**src/rtl/fetch_pc_unit.sv**
```systemverilog
// Instruction-fetch front end: PC register, imem req/ack handshake, IF/ID register.
// Optional macro FETCH_ALIGN_CHECK_EN enables misaligned-redirect detection with a HALT state.
module fetch_pc_unit #(
  parameter logic [31:0] RESET_PC = 32'h80020000
) (
  input  logic        i_clk,
  input  logic        i_reset,
  input  logic        i_stall,
  input  logic        i_branch_taken,
  input  logic [31:0] i_branch_target,
  input  logic        i_imem_ack,
  input  logic [31:0] i_imem_data,
  output logic        o_imem_req,
  output logic [31:0] o_imem_addr,
  output logic        o_if_valid,
  output logic [31:0] o_if_pc,
  output logic [31:0] o_if_instr,
  output logic [31:0] o_fetch_count,
  output logic        o_fetch_misaligned
);

  logic [31:0] r_pc;
  logic        r_if_valid;
  logic [31:0] r_if_pc;
  logic [31:0] r_if_instr;
  logic [31:0] r_fetch_count;
  logic        w_run;
  logic        w_accept;
  logic [31:0] w_target;

`ifdef FETCH_ALIGN_CHECK_EN
  typedef enum logic [0:0] {ST_RUN = 1'b0, ST_HALT = 1'b1} state_t;
  state_t r_state;
  logic   r_misaligned;

  assign w_run              = (r_state == ST_RUN);
  assign w_target           = i_branch_target;
  assign o_fetch_misaligned = r_misaligned;
`else
  assign w_run              = 1'b1;
  assign w_target           = i_branch_target & 32'hFFFF_FFFC;
  assign o_fetch_misaligned = 1'b0;
`endif

  // A held (stalled) instruction blocks new requests; reset drops the request at once.
  assign o_imem_req  = w_run && !i_reset && !(i_stall && r_if_valid);
  assign o_imem_addr = r_pc;
  assign w_accept    = o_imem_req && i_imem_ack && !i_branch_taken;

  // PC, IF/ID register and counter; priority: reset, redirect, accept, stall-hold, bubble.
  always_ff @(posedge i_clk) begin
    if (i_reset) begin
      r_pc          <= RESET_PC;
      r_if_valid    <= 1'b0;
      r_if_pc       <= 32'h0000_0000;
      r_if_instr    <= 32'h0000_0000;
      r_fetch_count <= 32'h0000_0000;
`ifdef FETCH_ALIGN_CHECK_EN
      r_state       <= ST_RUN;
      r_misaligned  <= 1'b0;
`endif
    end else if (i_branch_taken && w_run) begin
      r_pc       <= w_target;
      r_if_valid <= 1'b0;
`ifdef FETCH_ALIGN_CHECK_EN
      if (w_target[1:0] != 2'b00) begin
        r_misaligned <= 1'b1;
        r_state      <= ST_HALT;
      end else begin
        r_state      <= ST_RUN;
      end
`endif
    end else if (w_accept) begin
      r_if_pc    <= r_pc;
      r_if_instr <= i_imem_data;
      r_if_valid <= 1'b1;
      r_pc       <= r_pc + 32'd4;
      if (r_fetch_count != 32'hFFFF_FFFF) begin
        r_fetch_count <= r_fetch_count + 32'd1;
      end else begin
        r_fetch_count <= r_fetch_count;
      end
    end else if (i_stall && r_if_valid) begin
      r_if_valid <= r_if_valid;
    end else begin
      r_if_valid <= 1'b0;
    end
  end

  assign o_if_valid    = r_if_valid;
  assign o_if_pc       = r_if_pc;
  assign o_if_instr    = r_if_instr;
  assign o_fetch_count = r_fetch_count;

endmodule

```
**config.mk**
```make
export PLATFORM = sky130hd
export DESIGN_NAME = fetch_pc_unit
export DESIGN_NICKNAME = d
export VERILOG_FILES = /design/src/rtl/fetch_pc_unit.sv
export SDC_FILE = /design/constraint.sdc
export NUM_CORES = 1
export LEC_CHECK = 0
export CAP_MARGIN = 20
export CORE_ASPECT_RATIO = 1.2
export CORE_MARGIN = 3
export CORE_UTILIZATION = 48
export CTS_CLUSTER_DIAMETER = 200
export CTS_CLUSTER_SIZE = 14
export DETAILED_ROUTE_END_ITERATION = 7
export GPL_ROUTABILITY_DRIVEN = 0
export PLACE_DENSITY = 0.85
export SLEW_MARGIN = 10
export SYNTH_ARGS = -nofsm -noshare
export SYNTH_HDL_FRONTEND = slang
export SYNTH_SLANG_ARGS = --single-unit
```
**constraint.sdc**
```tcl
create_clock -name i_clk -period 3.65 [get_ports i_clk]
set_input_delay 0.73 -clock i_clk [delete_from_list [all_inputs] [get_ports i_clk]]
set_output_delay 0.73 -clock i_clk [all_outputs]
set_load 0.005 [all_outputs]
```
==> reports/results.ini, run 1 <==
[status]
outcome = complete, no violations

[placed_design]
dp_hpwl_um = 11900
placed_area_um2 = 7540
portBuffers = 192

[drt]
drt_iter0_markers = 253
routed-via-count = 5692
drc = 0
dr.pass1.iters = 6
post_drt_wl_per_cell_um = 16.3
ant_nets = 0
vias_per_cell = 5.51
wirelength_um = 16800

[clocking]
cts_setup_buffers = 0
numCtsBuffers = 17
cts_tree = done
cts_htree_levels = 4
clock_sinks = 125
root_buffer = clkbuf_16
cts_hold_buf = 0
cts.reportedPaths.clkPinSlew_ns = 0.06
clock_latency_ns = 0.41
clock_path_buffers = 2
cts_resized = 0

[global_routing]
grt_pass1_vias = 5652
grt_start_max_net_pins = 69
antenna_found_initial = 1
grt_util_all_layers = 0.254
grt_pass1_wl_um = 26900
overflow = 0

[timing]
finalHoldViolCount = 0
finalMaxSlewViolations = 0
layout_min_cycle_time_ns = 2.85
worst_slew_margin_rel = 0.513
fin_skew_ns = 0.00782
rsz0062_at_grt = false
tightest_slew_ns = 0.729
fmax_ghz = 0.351
holdWs_ns = 0.451
setup_viol = 0
tns_ns = 0
timing.final.crit_share = 0.780

[floorplan]
initial_utilization = 0.497
die_h_um = 124
core_area_um2 = 11100
die_w_um = 104
rows = 42
dieArea_um2 = 12900
ios = 200

[pwr]
finalPower_uw = 3430
leakage_uw = 0.00274
ir_drop_uv = 311
cellPowerDensity_nw_per_um2 = 422

[critical_path]
critPathMaxStageDelay_ns = 0.71
worstPathArrival_ns = 3.18
end_kind = register
crit_required_ns = 3.99
reg2reg_depth = 6
r2r-end = o_fetch_count[30]
cp_max_fo = 12
crit_start = i_stall
r2r_slack_ns = 1.08
criticalPathCategory = input port to register
slowest_stage = or4_1
cp_cell_sequence = clkdlybuf4s50_1, a21boi_2, nand3_2, or4_1, or4_1, a21oi_1
r2r-start = o_fetch_count[0]
crit_top_cell = or4_1
cp-start-kind = input port

[synthesis]
synthCells = 689
synth_cell_types = 50
async_flop_share = 0
synthesis.area_um2 = 5540
synth-seq-cells = 125
synth_edf_count = 0
ys_seq_area_frac = 0.452
avgSynthCellArea_um2 = 8.04
synth-main-ff-cell = dfxtp_1
ys_warn_count = 0

[final_layout]
fin_area_um2 = 8130
register_area_um2 = 2500
fin_util = 0.730
diodes = 0
multi_input_area_um2 = 2800
nNetsFinal = 937
fill_cells = 838
final_layout_size_suffix_gt1_frac = 0.0637
syn_to_final_growth_pct = 46.9

[min_path]
worst_hold_startpoint = o_if_instr[0]
whs_path_depth = 2
hold_class = register to register
holdPathEnd = o_if_instr[0]

[flow_run]
max-cap-violations = 0

-- critical path: cells and delay by family --
family                 cells  cell delay (ns)
AND/OR/NAND/NOR            3             1.44
buffers and inverters      1             0.50
AO/OA/AOI/OAI              2             0.51
-- where the power goes --
group,internal [uW],total (uW),switching (uW)
clock network,1040,1670,629
registers,1410,1460,50.1
logic,176,305,129
-- cell usage after synthesis, types with 3 or more instances --
cell / number / area share
xnor2_1: 14 / 0.022
mux2_2: 3 / 0.0061
nand3_1: 23 / 0.021
a311oi_1: 4 / 0.0063
xor2_1: 17 / 0.027
nand4_1: 16 / 0.018
nor4b_1: 4 / 0.0063
a211oi_1: 14 / 0.019
o21ai_0: 12 / 0.011
nand2_1: 162 / 0.11
inv_1: 9 / 0.0061
nor4_1: 7 / 0.0079
nor3_1: 6 / 0.0054
o31ai_1: 10 / 0.014
o41ai_1: 3 / 0.0047
nor3b_1: 3 / 0.0041
dfxtp_1: 125 / 0.45
or3_1: 9 / 0.010
and4_1: 13 / 0.021
nor2_1: 35 / 0.024
or4_1: 11 / 0.015
a21oi_1: 93 / 0.084
and3_1: 6 / 0.0068
a2111oi_0: 5 / 0.0079
nor2b_1: 4 / 0.0045
clkbuf_1: 37 / 0.025
buf_1: 3 / 0.0020
buf_4: 6 / 0.0081
and2_1: 8 / 0.0090
buf_2: 3 / 0.0027
-- layer usage --
layer	global-route usage	vias to the layer above	share of wire
met3	0.0788	34	0.072
li1	-	2766	-
met1	0.279	2656	0.38
met5	0	-	0.00077
met2	0.463	234	0.53
met4	0.0981	2	0.018
-- kinds of logic (layout without fill, tap and decap cells) --
kind of cell,after synthesis,count (layout),share of synthesized area
AO/OA/AOI/OAI,152,152,0.164
XOR/XNOR,31,31,0.0490
adder cells (fa/ha/maj),2,2,0.00452
buffers and inverters,59,245,0.0463
flip-flops,125,125,0.452
multiplexers,5,5,0.00972
other,1,5,0.000677
AND/OR/NAND/NOR,314,314,0.274
-- placed cells by master (no fill, tap or decap), types with 13 or more instances in the layout --
master and count:
clkdlybuf4s50_1 191, nand2_1 161, dfxtp_1 125, a21oi_1 93
nor2_1 35, nand3_1 23, xor2_1 17, clkbuf_16 17
nand4_1 16, xnor2_1 14, a211oi_1 14, and4_1 13
buf_4 13
-- how the worst max path moves through the flow --
stage	cells after the start	endpoint	slack [ns]
global placement	6	o_fetch_count[30]	0.51
global route	6	o_fetch_count[30]	0.66
floorplan	4	o_imem_req	1.28
detailed placement	6	o_fetch_count[30]	0.40
CTS	6	o_fetch_count[30]	0.83
finish	6	o_fetch_count[30]	0.80
-- layout make-up --
type / instances / share of cell area
clock inverters: 13 / 0.0174
multi-input cells: 509 / 0.344
well taps: 154 / 0.0237
repair buffers: 204 / 0.247
clock buffers: 19 / 0.0557
inverters: 9 / 0.00415
flip-flops and latches: 125 / 0.308
-- through the flow --
stage,cells,setup WS (ns)
global placement,1001,0.508
detailed placement,1001,0.400
floorplan,693,1.28
finish,1033,0.805
global route,1033,0.655
CTS,1033,0.828
-- state kept, by name (all words and copies together) (netlist names) --
register	count
o_if_valid	1
o_if_pc	30
o_fetch_count	32
o_if_instr	32
o_imem_addr	30
Note: power is estimated with default switching activity, not from simulation.
==> inputs of run 2 (changes only) <==
- CORE_UTILIZATION: 48 -> 45
- PLACE_DENSITY: 0.85 -> 0.81
- clock period: 3.65 -> 2.85 ns (I/O delays scaled with it)
==> reports/results.ini, run 2 (synthesis results as in run 1) <==
[status]
outcome = complete, no violations

[critical_path]
worstPathArrival_ns = 1.86
slowest_stage = clkdlybuf4s50_1
cp_max_fo = 4
criticalPathCategory = input port to output pin
crit_required_ns = 2.28
r2r_slack_ns = 0.52
cp_cell_sequence = clkdlybuf4s50_1, a21oi_1, clkdlybuf4s50_1
end_kind = output pin
crit_top_cell = clkdlybuf4s50_1
critPathMaxStageDelay_ns = 0.54
cp-start-kind = input port

[global_routing]
grt_pass1_vias = 5658
grt_start_max_net_pins = 63
overflow = 0
antenna_found_initial = 0
grt_util_all_layers = 0.252
grt_pass1_wl_um = 27800

[clocking]
cts_tree = done
numCtsBuffers = 17
clock_latency_ns = 0.40
cts.reportedPaths.clkPinSlew_ns = 0.05
clock_path_buffers = 2
cts_setup_buffers = 0
cts_resized = 0
root_buffer = clkbuf_16
cts_hold_buf = 0
cts_htree_levels = 4
clock_sinks = 125

[drt]
post_drt_wl_per_cell_um = 16.5
vias_per_cell = 5.55
dr.pass1.iters = 4
wirelength_um = 17200
drt_iter0_markers = 277
routed-via-count = 5782
ant_nets = 0
drc = 0

[timing]
timing.final.crit_share = 0.853
fin_skew_ns = 0.00701
finalMaxSlewViolations = 0
fmax_ghz = 0.411
tightest_slew_ns = 0.631
rsz0062_at_grt = false
tns_ns = 0
worst_slew_margin_rel = 0.579
setup_viol = 0
layout_min_cycle_time_ns = 2.43
finalHoldViolCount = 0

[final_layout]
fill_cells = 937
nNetsFinal = 945
diodes = 0
layout_commonest_cell = clkdlybuf4s50_1
final_layout_size_suffix_gt1_frac = 0.0678
fin_util = 0.701
layout_common_cells = 191 x clkdlybuf4s50_1, 161 x nand2_1, 125 x dfxtp_1
syn_to_final_growth_pct = 49.2

[pwr]
cellPowerDensity_nw_per_um2 = 551
ir_drop_uv = 408
leakage_uw = 0.00283

[floorplan]
die_w_um = 107
rows = 43
core_area_um2 = 11800
initial_utilization = 0.470
ios = 200
die_h_um = 128
dieArea_um2 = 13700

[flow_run]
max-cap-violations = 0

[placed_design]
portBuffers = 192
dp_hpwl_um = 12300

[min_path]
hold_class = register to register

## run 2: cell types whose count changed in the layout (fill, tap and decap cells not counted)
cell        change
buf_12          +3
clkbuf_8        +2
clkinv_4        -2
clkinv_2        +1
inv_6           -1
bufinv_16       +2
clkbuf_1        +2
clkinvlp_4      -6
buf_4           +5
## run 2: critical path: cells and delay by family
family / cells / cell delay (ns)
buffers and inverters: 2 / 1.05
AO/OA/AOI/OAI: 1 / 0.24
## run 2: area by class of cell
type                            count  area (um2)  share of cell area
Clock buffer                       23         488              0.0590
Clock inverter                      7         135              0.0164
Inverter                            9        33.8             0.00409
Multi-Input combinational cell    509        2800               0.339
Sequential cell                   125        2500               0.303
Tap cell                          157         196              0.0238
Timing Repair Buffer              212        2110               0.255
## run 2: per-stage QoR
stage	hold WS (ns)	setup slack, ns	instances	total power, uW	instance area (um2)
3_3_place_gp	0.442	0.178	1012	2290	7640
3_5_place_dp	0.448	0.0991	1012	2300	7640
6_report	0.455	0.419	1042	4550	8260
4_1_cts	0.456	0.425	1042	4580	8260
5_1_grt	0.474	0.319	1042	4720	8260
2_1_floorplan	0.453	0.672	693	2040	5550
## run 2: worst paths after layout
kind                                       start                 to  cells past startpoint
worst min-delay path              o_if_instr[23]     o_if_instr[23]                      2
worst max register to register  o_fetch_count[0]  o_fetch_count[30]                      6
worst min register to register    o_if_instr[23]     o_if_instr[23]                      2
worst max-delay path                     i_stall         o_imem_req                      3
## run 2: power breakdown
part	internal (uW)	leakage, uW	switching, uW
combinational	233	0.00150	170
clock	1540	0.000309	738
sequential	1800	0.00102	62.4
total	3580	0.00283	970
## run 2: layer usage
metal  track usage  routed length (um)
met4         0.115                 433
met2         0.446                8840
met5             0                   0
met3        0.0606                1300
met1         0.283                6660
==> inputs of run 3 (changes only) <==
- CORE_UTILIZATION: 45 -> 48
- PLACE_DENSITY: 0.81 -> 0.85
- clock period: 2.85 -> 2.8 ns (I/O delays scaled with it)
==> reports/results.ini, run 3 (synthesis results as in run 1) <==
[critical_path]
r2r_slack_ns = 0.49
crit_end = o_imem_req
cp_max_fo = 4
criticalPathCategory = input port to output pin
r2r-start = o_fetch_count[0]
r2r-end = o_fetch_count[30]
crit_start = i_stall
worstPathArrival_ns = 1.77
reg2reg_depth = 6
crit_required_ns = 2.24
end_kind = output pin
cp-start-kind = input port

[final_layout]
final_layout_size_suffix_gt1_frac = 0.0700
fill_cells = 856
fin_util = 0.735
multi_input_area_um2 = 2800
layout_common_cells = 191 x clkdlybuf4s50_1, 161 x nand2_1, 125 x dfxtp_1
nNetsFinal = 946
register_area_um2 = 2500
diodes = 0
fin_area_um2 = 8190
syn_to_final_growth_pct = 47.8
layout_commonest_cell = clkdlybuf4s50_1

[clocking]
numCtsBuffers = 17
clock_latency_ns = 0.41
cts.reportedPaths.clkPinSlew_ns = 0.05
cts_tree = done
cts_htree_levels = 4
cts_setup_buffers = 0
cts_resized = 0
clock_path_buffers = 2
root_buffer = clkbuf_16
cts_hold_buf = 0
clock_sinks = 125

[placed_design]
dp_hpwl_um = 12100
portBuffers = 192
placed_area_um2 = 7630

[drt]
post_drt_wl_per_cell_um = 16.1
drc = 0
dr.pass1.iters = 5
routed-via-count = 5699
vias_per_cell = 5.48
drt_iter0_markers = 248
wirelength_um = 16700
ant_nets = 0

[timing]
worst_slew_margin_rel = 0.545
fin_skew_ns = 0.0103
tightest_slew_ns = 0.682
finalHoldViolCount = 0
finalMaxSlewViolations = 0
setup_viol = 0
layout_min_cycle_time_ns = 2.33
tns_ns = 0
rsz0062_at_grt = false
fmax_ghz = 0.430
timing.final.crit_share = 0.831

[floorplan]
die_w_um = 104
dieArea_um2 = 12900
rows = 42
ios = 200
core_area_um2 = 11100
initial_utilization = 0.497
die_h_um = 124

[pwr]
ir_drop_uv = 413
leakage_uw = 0.00279
cellPowerDensity_nw_per_um2 = 534

[global_routing]
antenna_found_initial = 0
grt_util_all_layers = 0.254
overflow = 0
grt_pass1_wl_um = 26600
grt_pass1_vias = 5605
grt_start_max_net_pins = 69

[status]
outcome = complete, no violations

[min_path]
hold_class = register to register

[flow_run]
max-cap-violations = 0

==> run 3: cell types whose count changed in the layout (fill, tap and decap cells not counted), sizes merged <==
cell	delta
clkinvlp	+3
bufinv	-2
buf	+1
clkbuf	-5
clkinv	+4
==> run 3: critical path, cell delays in order <==
cell and delay, ns:
clkdlybuf4s50_1 0.51, a21oi_1 0.19, clkdlybuf4s50_1 0.51
==> run 3: stage by stage <==
stage                     hold slack, ns  instances  total power, uW  setup WS (ns)
after floorplan                    0.453        693             2080          0.632
after global placement             0.442       1010             2330          0.121
after detailed placement           0.446       1010             2340         0.0891
after CTS                          0.453       1040             4400          0.482
after global routing               0.473       1040             4500          0.275
final                              0.453       1040             4370          0.472
==> run 3: metal layers <==
metal | routed length (um) | track usage
met5 | 0 | 0
met4 | 297 | 0.102
met3 | 1190 | 0.0741
met2 | 8810 | 0.472
met1 | 6440 | 0.273
==> run 3: worst min path at each step <==
| stage | to | cells after the start | slack (ns) | from |
|---|---|---|---|---|
| 2_1_floorplan | o_if_instr[0] | 2 | 0.45 | o_if_instr[0] |
| 3_5_place_dp | o_if_instr[11] | 2 | 0.45 | o_if_instr[11] |
| 5_1_grt | o_if_pc[13] | 2 | 0.47 | o_if_pc[13] |
| 4_1_cts | o_if_instr[11] | 2 | 0.45 | o_if_instr[11] |
| 3_3_place_gp | o_if_pc[13] | 2 | 0.44 | o_if_pc[13] |
| 6_report | o_if_pc[28] | 2 | 0.45 | o_if_pc[28] |
==> run 3: where the power goes <==
part           switching, uW  internal (uW)  total (uW)
registers               63.3           1840        1900
clock network            773           1290        2060
logic                    172            237         409
==> run 3: layout make-up <==
class | count | area share
timing repair buffer | 213 | 0.257
tap | 154 | 0.0235
inverter | 9 | 0.00413
clock buffer | 18 | 0.0524
sequential | 125 | 0.306
clock inverter | 12 | 0.0153
multi-input combinational | 509 | 0.342
